$ cat config.mk
export PLATFORM = sky130hd
export DESIGN_NAME = tristate_bus_arbiter_flat
export DESIGN_NICKNAME = d
export VERILOG_FILES = /design/src/rtl/tsb_pkg.sv /design/src/rtl/tristate_bus_arbiter_if.sv /design/src/rtl/rr_priority_picker.sv /design/src/rtl/tristate_bus_arbiter.sv /design/src/flat_wrapper.sv
export SDC_FILE = /design/constraint.sdc
export NUM_CORES = 1
export LEC_CHECK = 0
export CAP_MARGIN = 10
export CORE_MARGIN = 2
export CORE_UTILIZATION = 40
export DETAILED_ROUTE_END_ITERATION = 10
export GPL_ROUTABILITY_DRIVEN = 0
export SYNTH_ARGS = -nofsm -noshare
export SYNTH_HDL_FRONTEND = slang
export SYNTH_SLANG_ARGS = --single-unit
$ cat constraint.sdc
create_clock -name clk -period 2.54 [get_ports clk]
set_clock_uncertainty 0.05 [all_clocks]
set_input_delay 0.508 -clock clk [delete_from_list [all_inputs] [get_ports clk]]
set_output_delay 0.508 -clock clk [all_outputs]
set_load 0.005 [all_outputs]
$ cat src/rtl/tsb_pkg.sv
// Shared types and width helpers for the tri-state bus arbiter.
package tsb_pkg;

  typedef enum logic [1:0] {
    IDLE  = 2'd0,
    GRANT = 2'd1,
    GAP   = 2'd2
  } tsb_state_t;

  localparam int unsigned DEF_NREQ       = 4;
  localparam int unsigned DEF_MAX_TENURE = 8;
  localparam int unsigned DEF_TURNAROUND = 1;

  // Bits needed to hold a counter that reaches max_val inclusive.
  function automatic int unsigned cnt_width(input int unsigned max_val);
    return $clog2(max_val + 1);
  endfunction

  // Bits needed to index n requesters (at least one bit).
  function automatic int unsigned idx_width(input int unsigned n);
    return (n < 2) ? 1 : $clog2(n);
  endfunction

endpackage

$ cat src/rtl/tristate_bus_arbiter_if.sv
// Requester/enable bundle between requester logic, arbiter and tri-state cells.
interface tristate_bus_arbiter_if
  import tsb_pkg::*;
#(
  parameter int unsigned NREQ = DEF_NREQ
);
  localparam int unsigned IDW = idx_width(NREQ);

  logic [NREQ-1:0] req;
  logic [NREQ-1:0] enableN;
  logic [IDW-1:0]  grant_id;
  logic            bus_busy;
  logic            tenure_exp;

  modport master (
    input  req,
    output enableN,
    output grant_id,
    output bus_busy,
    output tenure_exp
  );

  modport slave (
    output req,
    input  enableN,
    input  grant_id,
    input  bus_busy,
    input  tenure_exp
  );

endinterface

$ cat src/rtl/rr_priority_picker.sv
// Combinational round-robin picker: first set req bit at or after ptr, wrapping.
module rr_priority_picker
  import tsb_pkg::*;
#(
  parameter int unsigned NREQ = DEF_NREQ,
  parameter int unsigned IDW  = idx_width(NREQ)
) (
  input  logic [NREQ-1:0] req,
  input  logic [IDW-1:0]  ptr,
  output logic            valid,
  output logic [IDW-1:0]  idx
);

  logic [2*NREQ-1:0] dbl;
  logic [NREQ-1:0]   rot;
  logic [IDW-1:0]    off;
  logic [IDW:0]      sum;

  // Rotate so ptr lands at bit 0, find lowest set bit, then unrotate modulo NREQ.
  always_comb begin
    dbl   = {req, req};
    rot   = NREQ'(dbl >> ptr);
    valid = 1'b0;
    off   = '0;
    for (int i = NREQ - 1; i >= 0; i--) begin
      if (rot[i]) begin
        valid = 1'b1;
        off   = IDW'(i);
      end
    end
    sum = {1'b0, ptr} + {1'b0, off};
    if (sum >= (IDW+1)'(NREQ)) begin
      sum = sum - (IDW+1)'(NREQ);
    end
    idx = sum[IDW-1:0];
  end

endmodule

$ cat src/rtl/tristate_bus_arbiter.sv
// Round-robin owner selection for a shared tri-state line with bounded tenure
// and a forced all-high-Z turnaround gap between owners.
module tristate_bus_arbiter
  import tsb_pkg::*;
#(
  parameter int unsigned NREQ       = DEF_NREQ,
  parameter int unsigned MAX_TENURE = DEF_MAX_TENURE,
  parameter int unsigned TURNAROUND = DEF_TURNAROUND
) (
  input  logic                   clk,
  input  logic                   reset_n,
  tristate_bus_arbiter_if.master bus
);

  localparam int unsigned IDW    = idx_width(NREQ);
  localparam int unsigned CNT_W  = cnt_width(MAX_TENURE);
  localparam int unsigned GCNT_W = cnt_width(TURNAROUND);

  tsb_state_t        state_q,      state_d;
  logic [CNT_W-1:0]  cnt_q,        cnt_d;
  logic [GCNT_W-1:0] gcnt_q,       gcnt_d;
  logic [IDW-1:0]    rr_ptr_q,     rr_ptr_d;
  logic [NREQ-1:0]   enable_n_q,   enable_n_d;
  logic [IDW-1:0]    grant_id_q,   grant_id_d;
  logic              bus_busy_q,   bus_busy_d;
  logic              tenure_exp_q, tenure_exp_d;

  logic              pick_valid;
  logic [IDW-1:0]    pick_idx;
  logic              owner_req;
  logic              arbitrate;

  rr_priority_picker #(
    .NREQ (NREQ),
    .IDW  (IDW)
  ) u_picker (
    .req   (bus.req),
    .ptr   (rr_ptr_q),
    .valid (pick_valid),
    .idx   (pick_idx)
  );

  assign owner_req = bus.req[grant_id_q];

  // Next-state and next-output logic; every output is registered below.
  always_comb begin
    state_d      = state_q;
    cnt_d        = cnt_q;
    gcnt_d       = gcnt_q;
    rr_ptr_d     = rr_ptr_q;
    enable_n_d   = enable_n_q;
    grant_id_d   = grant_id_q;
    bus_busy_d   = bus_busy_q;
    tenure_exp_d = 1'b0;
    arbitrate    = 1'b0;

    case (state_q)
      IDLE: arbitrate = 1'b1;
      GRANT: begin
        if (owner_req && (cnt_q < CNT_W'(MAX_TENURE))) begin
          cnt_d = cnt_q + CNT_W'(1);
        end else begin
          state_d      = GAP;
          enable_n_d   = '1;
          bus_busy_d   = 1'b0;
          tenure_exp_d = owner_req;
          rr_ptr_d     = (grant_id_q == IDW'(NREQ - 1)) ? '0 : grant_id_q + IDW'(1);
          gcnt_d       = GCNT_W'(1);
        end
      end
      GAP: begin
        if (gcnt_q >= GCNT_W'(TURNAROUND)) begin
          arbitrate = 1'b1;
        end else begin
          gcnt_d = gcnt_q + GCNT_W'(1);
        end
      end
      default: state_d = IDLE;
    endcase

    // Shared arbitration step for IDLE and the last GAP cycle.
    if (arbitrate) begin
      if (pick_valid) begin
        state_d    = GRANT;
        enable_n_d = ~(NREQ'(1) << pick_idx);
        grant_id_d = pick_idx;
        bus_busy_d = 1'b1;
        cnt_d      = CNT_W'(1);
      end else begin
        state_d = IDLE;
      end
    end
  end

  // Async reset drops every enable immediately, without waiting for clk.
  always_ff @(posedge clk or negedge reset_n) begin
    if (!reset_n) begin
      state_q      <= IDLE;
      cnt_q        <= '0;
      gcnt_q       <= '0;
      rr_ptr_q     <= '0;
      enable_n_q   <= '1;
      grant_id_q   <= '0;
      bus_busy_q   <= 1'b0;
      tenure_exp_q <= 1'b0;
    end else begin
      state_q      <= state_d;
      cnt_q        <= cnt_d;
      gcnt_q       <= gcnt_d;
      rr_ptr_q     <= rr_ptr_d;
      enable_n_q   <= enable_n_d;
      grant_id_q   <= grant_id_d;
      bus_busy_q   <= bus_busy_d;
      tenure_exp_q <= tenure_exp_d;
    end
  end

  assign bus.enableN    = enable_n_q;
  assign bus.grant_id   = grant_id_q;
  assign bus.bus_busy   = bus_busy_q;
  assign bus.tenure_exp = tenure_exp_q;

endmodule
$ cat src/flat_wrapper.sv
// flat-port wrapper written by rule: the top's interface ports become plain ports
module tristate_bus_arbiter_flat import tsb_pkg::*;
#(
  parameter int unsigned NREQ       = DEF_NREQ,
  parameter int unsigned MAX_TENURE = DEF_MAX_TENURE,
  parameter int unsigned TURNAROUND = DEF_TURNAROUND
)
  (clk, reset_n, bus_req, bus_enableN, bus_grant_id, bus_bus_busy, bus_tenure_exp);
  tristate_bus_arbiter_if #(.NREQ(NREQ)) bus_i ();
  input  logic clk;
  input  logic reset_n;
  input wire logic [$bits(bus_i.req)-1:0] bus_req;
  output wire logic [$bits(bus_i.enableN)-1:0] bus_enableN;
  output wire logic [$bits(bus_i.grant_id)-1:0] bus_grant_id;
  output wire logic [$bits(bus_i.bus_busy)-1:0] bus_bus_busy;
  output wire logic [$bits(bus_i.tenure_exp)-1:0] bus_tenure_exp;
  assign bus_i.req = bus_req;
  assign bus_enableN = bus_i.enableN;
  assign bus_grant_id = bus_i.grant_id;
  assign bus_bus_busy = bus_i.bus_busy;
  assign bus_tenure_exp = bus_i.tenure_exp;
  tristate_bus_arbiter #(.NREQ(NREQ), .MAX_TENURE(MAX_TENURE), .TURNAROUND(TURNAROUND)) u_core (.clk(clk), .reset_n(reset_n), .bus(bus_i));
endmodule
# Word-level counts from Yosys, hierarchy flattened
# Cells that the tools add are included.
[classes]
add_sub_neg = 5
magnitude_cmp = 4
eq_ne = 7
shifts = 2
n_mux = 35
bitwise_logic = 2
n_reduce_logical = 8
[ops]
columns = ["cell", "count"]
rows = [
  ["4-bit two-way mux", 8],
  ["2-bit two-way mux", 8],
  ["1-bit two-way mux", 15],
  ["8-bit by 2-bit right shift with 4-bit output", 1],
  ["2-bit AND reduction", 3],
  ["4-bit by 1-bit adder with 4-bit output (second input constant)", 1],
  ["2-bit equality test (second input constant)", 2],
  ["4-bit < comparator (second input constant)", 1],
  ["2-bit inequality test (second input constant)", 2],
  ["4-bit inverter", 1],
  ["1-bit one-hot mux with 2 select lines", 2],
  ["2-bit one-hot mux with 2 select lines", 1],
  ["1-bit by 2-bit left shift with 4-bit output (first input constant)", 1],
  ["2-bit by 2-bit adder with 3-bit output", 1],
  ["3-bit greater-or-equal comparator (second input constant)", 1],
  ["2-bit by 3-bit < comparator with 1-bit output (second input constant)", 1],
  ["3-bit by 2-bit inequality test with 1-bit output (second input constant)", 1],
  ["3-bit AND reduction", 1],
  ["2-bit by 1-bit adder with 2-bit output (second input constant)", 1],
  ["1-bit binary-select mux with 2-bit select", 1],
  ["2-bit by 1-bit equality test with 1-bit output (second input constant)", 1],
  ["2-bit zero test", 1],
  ["2-bit by 1-bit inequality test with 1-bit output (second input constant)", 1],
  ["2-bit nonzero test", 1],
  ["6 further kinds", 6],
]
[totals]
reg_bits = 17
input_bits = 6

# Logic depth before layout (Yosys ltp)
# Gate-level depths: netlist of the first run.
[logic_depth]
ltp_word = 12
depth_mapped = 10

# Modules after synthesis
# A second synthesis of the first run with hierarchy kept.
[hier_totals]
hier_cells = 86
hier_area_um2 = 959.7
[by_module_without_submodules]
columns = ["module", "n_inst", "cells_per_inst", "area_each_um2", "seq_area_each_um2"]
rows = [
  ["tristate_bus_arbiter", 1, 63, 779.5, 430.4],
  ["rr_priority_picker", 1, 23, 180.2, 0.0],
]

# Worst setup path after synthesis of the first run
# No wires, ideal clock.
[synth_path]
path_type = "input to register"
startpoint = "input port bus_req[0]"
endpoint = "register u_core.enable_n_q[2] (netlist: u_core.bus.enableN[2])"
t_arrival_ns = 1.816
required_ns = 2.431
slack_ns = 0.616
path_stages = 10
n_path_buf = 1
path_cell_list = "buf_6 nor2b_1 a21oi_1 o22ai_1 nor2_1 a21oi_1 ha_1 xor2_1 xnor2_2 o32a_2"
[synth_between]
elab_chain_cells = 12
word_cells_on_any_way = 22
classes_between = "add/sub (2); order compare (1); shift (2); mux (15); bitwise (1); reduce/logical (1)"
[synth_lines]
columns = ["item", "line_no", "rtl"]
rows = [
  ["start: declaration", "flat_wrapper.sv:12", "input wire logic [$bits(bus_i.req)-1:0] bus_req;"],
  ["8-bit by 2-bit right shift with 4-bit output", "rr_priority_picker.sv:22", "rot = NREQ'(dbl >> ptr);"],
  ["2-bit two-way mux (4 in series)", "rr_priority_picker.sv:26", "if (rot[i]) begin"],
  ["2-bit by 2-bit adder with 3-bit output", "rr_priority_picker.sv:31", "sum = {1'b0, ptr} + {1'b0, off};"],
  ["3-bit greater-or-equal comparator / 2-bit by 1-bit subtractor with 2-bit output (equally long branches)", "rr_priority_picker.sv:32, rr_priority_picker.sv:33", ""],
  ["2-bit two-way mux", "rr_priority_picker.sv:32", "if (sum >= (IDW+1)'(NREQ)) begin"],
  ["1-bit by 2-bit left shift with 4-bit output", "tristate_bus_arbiter.sv:85", "enable_n_d = ~(NREQ'(1) << pick_idx);"],
  ["4-bit inverter", "tristate_bus_arbiter.sv:85", ""],
  ["4-bit two-way mux", "tristate_bus_arbiter.sv:83", "if (pick_valid) begin"],
  ["4-bit two-way mux (*)", "tristate_bus_arbiter.sv:82", "if (arbitrate) begin"],
  ["named net u_core.enable_n_d[2]", "tristate_bus_arbiter.sv:23", "logic [NREQ-1:0] enable_n_q, enable_n_d;"],
  ["end signal: assignment", "tristate_bus_arbiter.sv:111", "enable_n_q <= enable_n_d;"],
  ["end: declaration", "tristate_bus_arbiter.sv:23", ""],
]
# Mark *: on every way through the listed nets, which the timed path passes. The rest lies on a longest branch. The select of a mux whose other input is x is not followed.
# A chain may end at the register's enable or synchronous reset.

# Worst setup path after layout of the first run
[layout_path]
startpoint = "input port bus_req[1]"
endpoint = "register u_core.enable_n_q[3] (netlist: u_core.bus.enableN[3])"
# The elaborated chain is that of the path after synthesis.

==> results.tsv, run 1 <==
stage	metric	value	unit
run_status	outcome	finished, final reports clean	
placed_design	io_buffers	13	
finish	final_cell_count_no_fill	150	
floorplan	die-area	2950	um^2
finish	areaGrowthSynthToFinish	22.2	%
critical_path	crit_path_max_fanout	5	
clock_tree	clk_path_buf_depth	2	
floorplan	initial_core_util	41.6	%
placed_design	dp_cells	146	
finish	nets	133	
critical_path	reg2regPathDepth	9	
yosys	syn_inst	98	
critical_path	worstPathArrival	2.46	ns
timing	fmax	441	MHz
yosys	yosys.cell_types.count	38	
grt	grt.met3_usage	2.73	%
floorplan	coreArea	2430	um^2
routing	wl_per_cell	12.4	um
timing	hold_viol	0	
critical_path	cp.required	2.73	ns
grt	grt.overflow.total	0	
grt	grt_pass1_vias	757	
grt	grt_util_met1	18.4	%
worst_hold_path	hold_path_class	register to register	
clock_tree	cts_tree	built	
clock_tree	cts_setup_buffers	0	
routing	num_vias	770	
floorplan	boundaryPins	14	
placed_design	place_ws	-0.0305	ns
timing	post-route-period-util	89.4	%
critical_path	crit_path_top_delay_cell	clkdlybuf4s50_1	
grt	grt_pass1_wl	3170	um
power_and_ir_drop	peakVddDrop	0.000716	V
timing	min_period	2.27	ns
clock_tree	hold_buffers	0	
timing	tightest_slew	0.561	ns
routing	wl	1870	um
routing	route.detailed.drc	0	
clock_tree	cts_buffers	3	
floorplan	row_count	18	
timing	rsz0062_at_grt	false	
clock_tree	clkTransAtPathRegs	0.10	ns
yosys	synth_edf_count	0	
routing	drt_iter0_drc	6	
finish	antennaDiodeCount	0	
grt	grt-busiest-layer	met2	
worst_hold_path	hold_start	u_core.gcnt_q	
critical_path	critPathKind	input port to register	
power_and_ir_drop	cellPowerDensity	1070	nW/um^2
yosys	post_synth.cell_area_avg	10.3	um^2
routing	drt_pass1_iterations	4	
yosys	synthFlopType	dfrtp_1	
grt	grt_max_degree	18	
finish	utilization	50.9	%
worst_hold_path	min_to	u_core.gcnt_q	
timing	final_max_slew_viol_count	0	
timing	timing.final.ws_setup	0.270	ns
clock_tree	clkSinkCount	17	
timing	fin_tns_setup	0	ns
routing	ant_nets	0	
clock_tree	cts_resized	0	
yosys	yosysWarningCount	0	
critical_path	cp_top_family	buffers and inverters	
critical_path	cp-end-kind	register	
floorplan	die_h	54.3	um
floorplan	chipWidth	54.3	um
yosys	ys_ff_latch	17	
timing	slew_headroom	62.6	%
yosys	syn_nets	110	
power_and_ir_drop	p_leak	0.000547	uW
critical_path	crit_chain	clkdlybuf4s50_1 -> nor2b_1 -> a21oi_1 -> o22ai_1 -> nor2_1 -> a21oi_1 -> ha_1 -> xor2_1 -> xnor2_2 -> o32a_2	
yosys	synth_area	1010	um^2
critical_path	start_kind	input port	
finish	drive_gt1_share	24.2	%
run	cap_viol_max_count	0	
critical_path	r2r-start	u_core.rr_ptr_q[1]	
critical_path	cpPeakStageDelay	0.55	ns
clock_tree	clockRootBuffer	clkbuf_4	
grt	antenna_found_initial	0	
critical_path	path_buf_inv	1	
finish	fillers	225	
finish	multi_input_area	526	um^2
timing	setup_viol	0	
clock_tree	clk_latency	0.29	ns
grt	grt_use_total	14.8	%
routing	via_per_inst	5.13	
critical_path	r2r_end	u_core.bus.enableN[3]	
worst_hold_path	hold_path_depth	1	
finish	regArea	430	um^2
placed_design	hpwl	1400	um
critical_path	ff2ff_setup_slack	0.55	ns
grt	met2_usage	24.9	%
critical_path	worst_path_most_repeated_cell	a21oi_1	
yosys	async_flop_share	100	%
yosys	seq_area_frac_synth	42.5	%
clock_tree	htree_levels	1	
-- registers in the layout, indices dropped and copies added, names as in the netlist --
signal / flops
u_core.bus.grant_id: 2
u_core.gcnt_q: 1
u_core.state_q: 2
u_core.rr_ptr_q: 2
u_core.bus.tenure_exp: 1
u_core.cnt_q: 4
u_core.bus.bus_busy: 1
u_core.bus.enableN: 4
-- stage by stage --
step                hold slack (ns)  cell area [um^2]  power, uW
detailed placement            0.423              1210       1190
global placement              0.411              1210       1180
CTS                           0.453              1240       1340
finish                        0.444              1240       1320
floorplan                     0.162              1010       1000
global route                  0.478              1240       1450
-- synthesized netlist by cell type, types with 3 or more instances --
master / instances / area share [%]
a21oi_1: 5 / 2.5
a31oi_1: 4 / 2.5
dfrtp_1: 13 / 32
dfstp_2: 4 / 10
ha_1: 6 / 7.4
inv_1: 7 / 2.6
nand2_1: 8 / 3.0
nand2b_1: 3 / 1.9
nor2_1: 10 / 3.7
o21ai_1: 3 / 1.5
-- worst register-to-register path: stages (launching register included) --
cell and delay (ns):
dfrtp_1 0.49, nand2b_1 0.20, a2bb2oi_1 0.15, nor2_1 0.05
a21oi_1 0.11, a21oi_1 0.08, ha_1 0.20, xor2_1 0.16
xnor2_2 0.24, o32a_2 0.20
-- area by class of cell --
cell class / instances / area share [%]
multi-input cells: 71 / 42.5
flip-flops and latches: 17 / 34.8
repair buffers: 21 / 15.4
well taps: 30 / 3.03
inverters: 7 / 2.12
clock buffers: 3 / 1.82
clock inverters: 1 / 0.404
-- worst max-delay path by stage --
stage | from | endpoint | slack [ns] | cells past startpoint
floorplan | bus_req[0] | u_core.bus.enableN[2] | 0.62 | 10
global placement | bus_req[1] | u_core.bus.enableN[2] | 0.03 | 10
detailed placement | bus_req[1] | u_core.bus.enableN[2] | -0.03 | 10
CTS | bus_req[1] | u_core.bus.enableN[2] | 0.27 | 10
global route | bus_req[1] | u_core.bus.enableN[1] | 0.12 | 10
finish | bus_req[1] | u_core.bus.enableN[3] | 0.27 | 10
-- cell families after synthesis --
logic type               Yosys count  share of synthesized area (%)
AND/OR/NAND/NOR                   34                           18.5
AO/OA/AOI/OAI                     24                           17.1
flip-flops                        17                           42.5
buffers and inverters             10                           5.56
adder cells (fa/ha/maj)            6                           7.42
XOR/XNOR                           4                           4.20
multiplexers                       3                           4.70
-- placed cells by master (no fill, tap or decap), types with 2 or more instances in the layout --
cell and instances:
o32a_2 2, a31oi_1 4, buf_4 8, nand2b_1 3, clkdlybuf4s50_1 13, clkbuf_4 3
nand2_1 8, dfstp_2 4, nor3_2 2, xor2_1 2, nor2b_1 2, nand3_1 2
nor2_1 10, a21oi_1 5, dfrtp_1 13, ha_1 6, o21ai_1 3, inv_1 7
a21o_1 2
-- report_power, final --
part           internal [uW]  leakage (uW)  switching, uW
Combinational            343      0.000330            360
Clock                   58.5     0.0000177           83.2
Sequential               381      0.000199           93.2
Total                    782      0.000547            537
-- metal layers --
| metal | vias up | routed length [um] |
|---|---|---|
| met1 | 366 | 923 |
| met2 | 10 | 868 |
| li1 | 392 | - |
| met5 | - | 0 |
| met4 | 0 | 13 |
| met3 | 2 | 61 |
(Power assumes the default switching activity.)
==> inputs of run 2 (changes only) <==
--- a/config.mk
+++ b/config.mk
@@ -10,6 +10,7 @@
 export CORE_UTILIZATION = 40
 export DETAILED_ROUTE_END_ITERATION = 10
 export GPL_ROUTABILITY_DRIVEN = 0
+export REMOVE_ABC_BUFFERS = 1
 export SYNTH_ARGS = -nofsm -noshare
 export SYNTH_HDL_FRONTEND = slang
 export SYNTH_SLANG_ARGS = --single-unit
==> run 2 against run 1 <==
Total power up 2.8%. Highest routed layer unchanged. Die area is the same. Largest cell class unchanged. Final cell count did not move. First-iteration DRC count is 83% higher. Critical endpoint is now u_core.bus.enableN[2].
==> results.tsv, run 2 (synthesized netlist as in run 1, its figures left out) <==
stage	metric	value	unit	change
run_status	outcome	finished, final reports clean		
routing	wl_per_cell	12.2	um	-1.5%
floorplan	coreArea	2430	um^2	unchanged
timing	holdWs	0.429	ns	-0.0152 ns
clock_tree	cts_setup_buffers	0		unchanged
grt	grt.overflow.total	0		unchanged
timing	post-route-period-util	90.5	%	+1.1 points
floorplan	die-area	2950	um^2	unchanged
grt	grt_use_total	14.6	%	-0.20 points
critical_path	r2r-start	u_core.rr_ptr_q[1]		
critical_path	cp-end-kind	register		
routing	ant_nets	0		unchanged
finish	final_cell_count_no_fill	150		unchanged
routing	drt_pass1_iterations	4		unchanged
clock_tree	cts_tree	built		
finish	areaGrowthSynthToFinish	22.2	%	unchanged
critical_path	cpPeakStageDelay	0.55	ns	about the same
timing	min_period	2.30	ns	+0.0282 ns
timing	slew_headroom	49.8	%	-13 points
worst_hold_path	hold_path_class	register to register		
timing	tightest_slew	0.751	ns	+0.191 ns
timing	final_max_slew_viol_count	0		unchanged
routing	via_per_inst	5.18		+0.91%
timing	rsz0062_at_grt	false		
routing	wl	1840	um	-1.5%
critical_path	crit_path_max_fanout	6		+1
clock_tree	clockRootBuffer	clkbuf_4		
clock_tree	cts_buffers	3		unchanged
finish	regArea	430	um^2	unchanged
routing	route.detailed.drc	0		unchanged
worst_hold_path	hold_start	u_core.gcnt_q		
finish	nets	133		unchanged
power_and_ir_drop	peakVddDrop	0.000529	V	-26%
power_and_ir_drop	report.power.total	1360	uW	+2.8%
critical_path	critPathKind	input port to register		
finish	drive_gt1_share	24.2	%	unchanged
clock_tree	hold_buffers	0		unchanged
critical_path	worst_path_most_repeated_cell	a21oi_1		
timing	fmax	435	MHz	-1.2%
timing	setup_viol	0		unchanged
critical_path	cp.required	2.72	ns	about the same
floorplan	chipWidth	54.3	um	unchanged
power_and_ir_drop	p_leak	0.000547	uW	about the same
finish	antennaDiodeCount	0		unchanged
placed_design	dp_cells	146		unchanged
run	cap_viol_max_count	0		unchanged
finish	final_cell_mix	clkdlybuf4s50_1, dfrtp_1, nor2_1, nand2_1, buf_4		
grt	grt_pass1_vias	724		-4.4%
grt	grt_pass1_wl	3130	um	-1.3%
routing	drt_iter0_drc	11		+5
timing	hold_viol	0		unchanged
floorplan	row_count	18		unchanged
clock_tree	clkTransAtPathRegs	0.10	ns	about the same
clock_tree	clk_path_buf_depth	2		unchanged
floorplan	die_h	54.3	um	unchanged
clock_tree	cts_resized	0		unchanged
finish	multi_input_area	526	um^2	unchanged
critical_path	crit_path_top_delay_cell	clkdlybuf4s50_1		
finish	fillers	222		-1.3%
clock_tree	htree_levels	1		unchanged
critical_path	crit_chain	clkdlybuf4s50_1 -> nor2b_1 -> a21oi_1 -> o22ai_1 -> nor2_1 -> a21oi_1 -> ha_1 -> xor2_1 -> xnor2_2 -> o32a_2		
floorplan	boundaryPins	14		unchanged
routing	num_vias	777		+0.91%
clock_tree	clkSinkCount	17		unchanged
power_and_ir_drop	cellPowerDensity	1100	nW/um^2	+2.8%
critical_path	critPathLaunch	bus_req[1]		
grt	grt_max_degree	18		unchanged
placed_design	io_buffers	13		unchanged
grt	antenna_found_initial	0		unchanged
critical_path	worstPathArrival	2.48	ns	+0.02 ns
clock_tree	clk_latency	0.28	ns	about the same
placed_design	hpwl	1400	um	+0.15%
critical_path	start_kind	input port		
floorplan	initial_core_util	41.6	%	unchanged
==> run 2: stage by stage <==
stage | utilization, % | setup slack [ns] | setup TNS (ns) | cell area [um^2]
floorplan | - | 0.724 | 0 | 982
global placement | 49.7 | 0.0229 | 0 | 1210
detailed placement | 49.7 | -0.0295 | -0.0716 | 1210
CTS | 50.9 | 0.230 | 0 | 1240
global route | 50.9 | 0.127 | 0 | 1240
finish | 50.9 | 0.242 | 0 | 1240
==> run 2: layer usage <==
metal	GRT usage [%]	part of all wire, %	vias up	wire, um
met2	21.9	45	15	821
met4	5.00	0.60	0	11
li1	-	-	390	-
met5	0	0	-	0
met3	2.73	4.5	2	83
met1	20.9	50	370	921
==> run 2: final timing paths <==
| check | to | slack, ns | cells past startpoint |
|---|---|---|---|
| worst max-delay path | u_core.bus.enableN[2] | 0.24 | 10 |
| worst min-delay path | u_core.gcnt_q | 0.43 | 1 |
| worst max register to register | u_core.bus.enableN[2] | 0.51 | 9 |
| worst min register to register | u_core.gcnt_q | 0.43 | 1 |
| max in group asynchronous | u_core.bus.grant_id[1] | 1.36 | 1 |
| min in group asynchronous | u_core.cnt_q[1] | 0.61 | 1 |
==> run 2: critical path, delay by kind of cell <==
family          cells  cell delay (ns)
compound gates      4             0.57
xor+xnor            2             0.42
fa+ha+maj           1             0.17
buf+inv             1             0.55
simple gates        2             0.26
==> run 2: final cells by class <==
cell class | count | area share, %
Clock buffer | 3 | 1.82
Tap cell | 30 | 3.03
Clock inverter | 1 | 0.404
Multi-Input combinational cell | 71 | 42.5
Sequential cell | 17 | 34.8
Timing Repair Buffer | 21 | 15.4
Inverter | 7 | 2.12
==> run 2: where the power goes <==
group | internal, uW | switching, uW
registers | 381 | 93.8
logic | 368 | 375
clock network | 58.3 | 79.5
==> inputs of run 3 (changes only) <==
--- a/config.mk
+++ b/config.mk
@@ -11,6 +11,7 @@
 export DETAILED_ROUTE_END_ITERATION = 10
 export GPL_ROUTABILITY_DRIVEN = 0
 export REMOVE_ABC_BUFFERS = 1
+export SETUP_SLACK_MARGIN = 0.05
 export SYNTH_ARGS = -nofsm -noshare
 export SYNTH_HDL_FRONTEND = slang
 export SYNTH_SLANG_ARGS = --single-unit
==> results of run 3 <==
Same layout as run 2: the final DEF is identical, and so are final timing and power.
